### config.mk
export PLATFORM = sky130hd
export DESIGN_NAME = jpeg_dezigzag
export DESIGN_NICKNAME = d
export VERILOG_FILES = /design/src/rtl/jpeg_dezigzag_pkg.sv /design/src/rtl/jpeg_dezigzag_bank.sv /design/src/rtl/jpeg_dezigzag.sv
export SDC_FILE = /design/constraint.sdc
export NUM_CORES = 2
export LEC_CHECK = 0
export ABC_AREA = 1
export CAP_MARGIN = 20
export CORE_UTILIZATION = 50
export CTS_CLUSTER_SIZE = 14
export DETAILED_ROUTE_END_ITERATION = 16
export PLACE_DENSITY = 0.72
export SYNTH_ARGS = -nofsm -noshare
export SYNTH_HDL_FRONTEND = slang
export SYNTH_SLANG_ARGS = --single-unit
### constraint.sdc
create_clock -name clk -period 5.5 [get_ports clk]
set_clock_uncertainty 0.15 [all_clocks]
set_input_delay 1.1 -clock clk [delete_from_list [all_inputs] [get_ports clk]]
set_output_delay 1.1 -clock clk [all_outputs]
set_load 0.005 [all_outputs]
### src/rtl/jpeg_dezigzag_pkg.sv
// Shared constants for the inverse-zigzag reorder buffer.
package jpeg_dezigzag_pkg;

   localparam int         BLK_SIZE = 64;
   localparam int         IDX_W    = 6;
   localparam logic [5:0] LAST_IDX = 6'(BLK_SIZE - 1);

   // Raster position of the k-th coefficient in standard JPEG zigzag order.
   localparam logic [5:0] ZZ_TO_RASTER [0:63] = '{
      6'd0,  6'd1,  6'd8,  6'd16, 6'd9,  6'd2,  6'd3,  6'd10,
      6'd17, 6'd24, 6'd32, 6'd25, 6'd18, 6'd11, 6'd4,  6'd5,
      6'd12, 6'd19, 6'd26, 6'd33, 6'd40, 6'd48, 6'd41, 6'd34,
      6'd27, 6'd20, 6'd13, 6'd6,  6'd7,  6'd14, 6'd21, 6'd28,
      6'd35, 6'd42, 6'd49, 6'd56, 6'd57, 6'd50, 6'd43, 6'd36,
      6'd29, 6'd22, 6'd15, 6'd23, 6'd30, 6'd37, 6'd44, 6'd51,
      6'd58, 6'd59, 6'd52, 6'd45, 6'd38, 6'd31, 6'd39, 6'd46,
      6'd53, 6'd60, 6'd61, 6'd54, 6'd47, 6'd55, 6'd62, 6'd63
   };

endpackage

### src/rtl/jpeg_dezigzag_bank.sv
// One 64-entry coefficient bank: single write port, combinational read port.
module jpeg_dezigzag_bank
   import jpeg_dezigzag_pkg::*;
#(
   parameter int DATA_W = 12
) (
   input  logic              clk,
   input  logic              we_i,
   input  logic [IDX_W-1:0]  waddr_i,
   input  logic [DATA_W-1:0] wdata_i,
   input  logic [IDX_W-1:0]  raddr_i,
   output logic [DATA_W-1:0] rdata_o
);

   logic [DATA_W-1:0] mem_q [BLK_SIZE];

   // Store one coefficient per write strobe.
   // NOTE: storage has no reset; the full flags in the parent decide what is valid,
   // and leaving the array out of reset keeps it a plain register file.
   always_ff @(posedge clk) begin
      if (we_i) begin
         mem_q[waddr_i] <= wdata_i;
      end
   end

   assign rdata_o = mem_q[raddr_i];

endmodule

### src/rtl/jpeg_dezigzag.sv
// Inverse zigzag reorder buffer: zigzag-order input, raster-order output,
// two ping-pong banks so one block fills while the other drains.
module jpeg_dezigzag
   import jpeg_dezigzag_pkg::*;
#(
   parameter int DATA_W = 12
) (
   input  logic              clk,
   input  logic              rst_n,
   input  logic              in_valid,
   output logic              in_ready,
   input  logic [DATA_W-1:0] in_data,
   input  logic              in_last,
   output logic              out_valid,
   input  logic              out_ready,
   output logic [DATA_W-1:0] out_data,
   output logic [2:0]        out_row,
   output logic [2:0]        out_col,
   output logic              out_last,
   output logic              err_frame
);

   logic [1:0]        bank_full_q, bank_full_d;
   logic              wr_bank_q, wr_bank_d;
   logic              rd_bank_q, rd_bank_d;
   logic [IDX_W-1:0]  wr_cnt_q, wr_cnt_d;
   logic [IDX_W-1:0]  rd_cnt_q, rd_cnt_d;
   logic              err_frame_q, err_frame_d;

   logic              wr_fire, rd_fire;
   logic              wr_at_end, rd_at_end;
   logic [IDX_W-1:0]  wr_addr;
   logic [DATA_W-1:0] bank_rdata [2];

   // Handshakes depend only on registered flags, so in_ready never sees out_ready.
   assign in_ready  = ~bank_full_q[wr_bank_q];
   assign out_valid = bank_full_q[rd_bank_q];
   assign wr_fire   = in_valid & in_ready;
   assign rd_fire   = out_valid & out_ready;
   assign wr_at_end = (wr_cnt_q == LAST_IDX);
   assign rd_at_end = (rd_cnt_q == LAST_IDX);
   assign wr_addr   = ZZ_TO_RASTER[wr_cnt_q];

   assign out_data  = bank_rdata[rd_bank_q];
   assign out_row   = rd_cnt_q[5:3];
   assign out_col   = rd_cnt_q[2:0];
   assign out_last  = out_valid & rd_at_end;
   assign err_frame = err_frame_q;

   for (genvar b = 0; b < 2; b++) begin : g_bank
      jpeg_dezigzag_bank #(.DATA_W(DATA_W)) u_bank (
         .clk     (clk),
         .we_i    (wr_fire && (wr_bank_q == 1'(b))),
         .waddr_i (wr_addr),
         .wdata_i (in_data),
         .raddr_i (rd_cnt_q),
         .rdata_o (bank_rdata[b])
      );
   end

   // Next-state for bank flags, pointers, counters and the framing check.
   // NOTE: every _d gets a default from its _q first, so no path leaves it
   // unassigned and no latch is inferred.
   always_comb begin
      bank_full_d = bank_full_q;
      wr_bank_d   = wr_bank_q;
      rd_bank_d   = rd_bank_q;
      wr_cnt_d    = wr_cnt_q;
      rd_cnt_d    = rd_cnt_q;
      err_frame_d = 1'b0;

      // Fill side: counters wrap naturally at 64; the last beat seals the bank.
      if (wr_fire) begin
         wr_cnt_d    = wr_cnt_q + 6'd1;
         err_frame_d = (in_last != wr_at_end);
         if (wr_at_end) begin
            bank_full_d[wr_bank_q] = 1'b1;
            wr_bank_d              = ~wr_bank_q;
         end
      end

      // Drain side: the filling bank is never full, so the two flag updates
      // always touch different bits.
      if (rd_fire) begin
         rd_cnt_d = rd_cnt_q + 6'd1;
         if (rd_at_end) begin
            bank_full_d[rd_bank_q] = 1'b0;
            rd_bank_d              = ~rd_bank_q;
         end
      end
   end

   // Control state registers; reset discards any partial block.
   // NOTE: sequential state uses non-blocking assignments so every register
   // samples the pre-edge values regardless of statement order.
   always_ff @(posedge clk or negedge rst_n) begin
      if (!rst_n) begin
         bank_full_q <= 2'b00;
         wr_bank_q   <= 1'b0;
         rd_bank_q   <= 1'b0;
         wr_cnt_q    <= '0;
         rd_cnt_q    <= '0;
         err_frame_q <= 1'b0;
      end else begin
         bank_full_q <= bank_full_d;
         wr_bank_q   <= wr_bank_d;
         rd_bank_q   <= rd_bank_d;
         wr_cnt_q    <= wr_cnt_d;
         rd_cnt_q    <= rd_cnt_d;
         err_frame_q <= err_frame_d;
      end
   end

endmodule
==> results by group <==
Run status
  – Outcome: finished clean

Worst setup path
  – R2r setup slk: 1160 ps
  – CP max FO: 54
  – RR Startpoint: wr_cnt_q[0]
  – R2R cell count: 14
  – WS Path Type: reg -> out
  – Critical Path End Type: output port
  – Startpoint Class: register
  – R2r endpoint: g_bank[1].u_bank.mem_q[9][7]
  – CP arrival: 4240 ps
  – Worst Path Required: 4250 ps

Placed design
  – IO Port Bufs: 38
  – HPWL after DPL: 104000 µm
  – Placer Congestion: 0.948
  – Dpl cells: 7760

Power and ir drop
  – Peak VDD IR: 0.000510 V
  – LEAKAGE: 0.0284 µW
  – Switching share of total power: 38.2%
  – P_sw: 14300 µW
  – Clock power frac: 27.7%
  – Register share of total power: 36.8%
  – Power Internal: 23200 µW
  – Cell Pwr Density: 508 mW/mm²
  – Gate power share: 35.6%

Logic synthesis
  – Post-synthesis cell type count: 32
  – Post-Syn Area: 0.0656 mm²
  – Mean Syn Cell Area: 10.8 µm²
  – Seq/Total Area, Yosys: 70.9%
  – Yosys warning count: 0
  – Number of synthesized register bits: 1553
  – Post-Syn Instances: 6080
  – Yosys top cell by area: edfxtp_1
  – Top cells by area, synth: edfxtp_1 (70%), nand2_1 (12%), nand3_1 (6.8%), nor2_1 (2.7%), inv_1 (2.5%)
  – Top-area cell type share of the netlist area: 70.3%
  – Synth Net Count: 6116

STA
  – TNS Setup: 0 ps
  – RSZ-0062 raised after global routing: true
  – Fin. Hold Viols: 0
  – Max-slew headroom: 21.7%
  – Endpoints failing setup: 0
  – Tcrit/Tclk final: 99.9%
  – Fin crit period: 5490 ps
  – Slew Viols, Final: 0
  – Fmax: 182 MHz
  – Worst slew pin tran: 1170 ps

Clock network
  – Reg clk slew, reported paths: 60 ps
  – H-tree levels: 4
  – CTS Buf Count: 153
  – Clock root buffer: clkbuf_16
  – Clock sinks: 1553
  – Clk_lat worst skew: 790 ps
  – Post-CTS Hold Buffers: 0
  – Clock tree buffer depth: 3
  – Clock tree from TritonCTS: yes

Route
  – Final ANT Viol Nets: 0
  – Via density: 5.64
  – DRC: 0
  – Pre-antenna DRT Iters: 6
  – WL final: 176000 µm
  – Starting DRT DRC Count: 5634
  – Vias: 45300
  – DR WL/cell: 21.9 µm

Global routing
  – Largest net degree at the start of global routing: 166
  – First-pass GRT wire length: 265000 µm
  – GRT Total Usage: 26.7%
  – Grt total ovfl: 0
  – Number of global-route vias before repair: 43300
  – Initial antenna violation count: 3

Hold path
  – Worst hold path type: in -> async

Job
  – Max_cap viols: 0

Floorplanning
  – Starting Density: 50.6%
  – I/O pin cnt: 39
  – Die W: 364 µm
  – Die area: 0.133 mm²
  – Die height: 364 µm
  – Row Count: 132
  – Core area: 0.130 mm²

Finish
  – Nets@finish: 6210
  – Final Util: 56.9%
  – FILL cells: 10500
  – Layout cells sized above 1: 8.11%
  – Layout Cells excl Fill: 8041
  – Area Overhead vs Synth: 12.6%
==> stage by stage <==
stage / hold WS [ps] / cell area (µm²) / setup WS [ps] / power, µW
CTS: 397 / 73900 / 27.3 / 37400
floorplan: 326 / 65600 / 2330 / 22200
detailed placement: 379 / 68900 / 773 / 27100
finish: 391 / 73900 / 7.87 / 37500
global placement: 363 / 68900 / 795 / 26900
global route: 364 / 73900 / -107 / 39200
==> layer usage <==
layer	up-vias	wire [µm]	GRT usage, %
met5	-	134	0
met4	6	7240	11.8
met3	443	18400	5.53
met2	2522	81800	41.6
met1	21700	68800	36.4
li1	20600	-	-
==> worst max-delay path: stages (launching register included) <==
cell	delay, ps
dfrtp_4	590
inv_12	280
buf_12	300
buf_12	220
nand2_1	60
nand2_1	50
nand2_1	50
nand3_1	140
nand3_1	150
nand2_1	140
nand2_1	140
nand3_1	210
nor2_1	60
nor2_1	400
clkdlybuf4s50_1	600
==> layout make-up <==
type	instances	area [µm²]	share of cell area, %
diodes	2	5.00	0.00677
clock buffers	184	3990	5.39
clock inverters	94	953	1.29
inverters	441	1690	2.28
multi-input cells	3743	16000	21.7
flip-flops and latches	1553	46600	63.0
well taps	1742	2180	2.95
repair buffers	282	2530	3.43
==> cell usage after synthesis <==
master / number
nand2_1: 2047
o21ai_1: 4
or2_2: 1
nor2_2: 8
nor2_8: 4
nor3_1: 2
o211ai_1: 29
nor2_1: 469
o21ai_0: 127
o21ai_4: 1
nor3b_1: 2
nand3_1: 896
inv_1: 429
buf_2: 118
buf_4: 2
nand3_2: 2
a21oi_1: 108
buf_1: 36
ha_1: 19
xor2_1: 10
nand2_2: 2
inv_2: 11
buf_6: 1
a31oi_1: 1
clkbuf_1: 186
o21ai_2: 2
inv_6: 1
nor2_4: 5
edfxtp_1: 1536
a22oi_1: 1
dfrtp_1: 17
nand4_1: 3
==> layout by cell type (no fill, tap or decap), drive strengths merged <==
cell and count:
or2 1, buf 256, o21ai 134, a21oi 108, nand2 2049, nand3 898, bufinv 16, nor2 486
clkdlybuf4s50 25, a31oi 1, o211ai 29, clkbuf 184, xor2 10, ha 19, nand4 3, edfxtp 1536
inv 449, diode 2, dlygate4sd2 1, nor3b 2, dfrtp 17, clkinv 70, a22oi 1, nor3 2
==> flip-flops by register name, indices dropped and copies added (netlist names) <==
register,count
wr_bank_q,1
rd_bank_q,1
bank_full_q,2
wr_cnt_q,6
err_frame,1
rd_cnt_q,6
g_bank.u_bank.mem_q,1536
==> cells by family (layout without fill, tap and decap cells) <==
family                     count (synthesis)  count (layout)  share of synthesized area [%]
xor gates and xnor gates                  10              10                          0.133
buffers and inverters                    784            1001                           4.74
DFF                                     1553            1553                           70.9
AOI/OAI and AO/OA                        273             273                           2.23
other                                      0               2                              0
and+or+nand+nor                         3441            3441                           21.6
adders and majority gates                 19              19                          0.362
==> power groups by stage <==
stage / Sequential (µW) / Combinational, µW / Clock (µW)
4_1_cts: 13800 / 13100 / 10500
2_1_floorplan: 13900 / 8270 / 0
3_3_place_gp: 14000 / 12900 / 0
6_report: 13800 / 13400 / 10400
3_5_place_dp: 14000 / 13000 / 0
5_1_grt: 13800 / 14400 / 10900
==> what timing repair did <==
| action | 4_1_cts | 5_1_grt |
|---|---|---|
| setup buffers | 0 | 0 |
| resized for setup | 3 | 6 |
| cloned | 0 | 0 |
| setup endpoints to repair | 3 | 7 |
| endpoints found under the hold margin | 0 | 0 |
==> worst max-delay path by stage <==
stage	endpoint	slack (ps)	start
3_3_place_gp	out_data[4]	790	rd_cnt_q[1]
6_report	out_data[2]	8	rd_cnt_q[0]
3_5_place_dp	out_data[0]	770	rd_cnt_q[0]
5_1_grt	out_data[2]	-110	rd_cnt_q[0]
2_1_floorplan	g_bank[0].u_bank.mem_q[32][0]	2330	wr_cnt_q[0]
4_1_cts	out_data[5]	30	rd_cnt_q[2]
No activity file was read; power rests on OpenSTA's default activity.
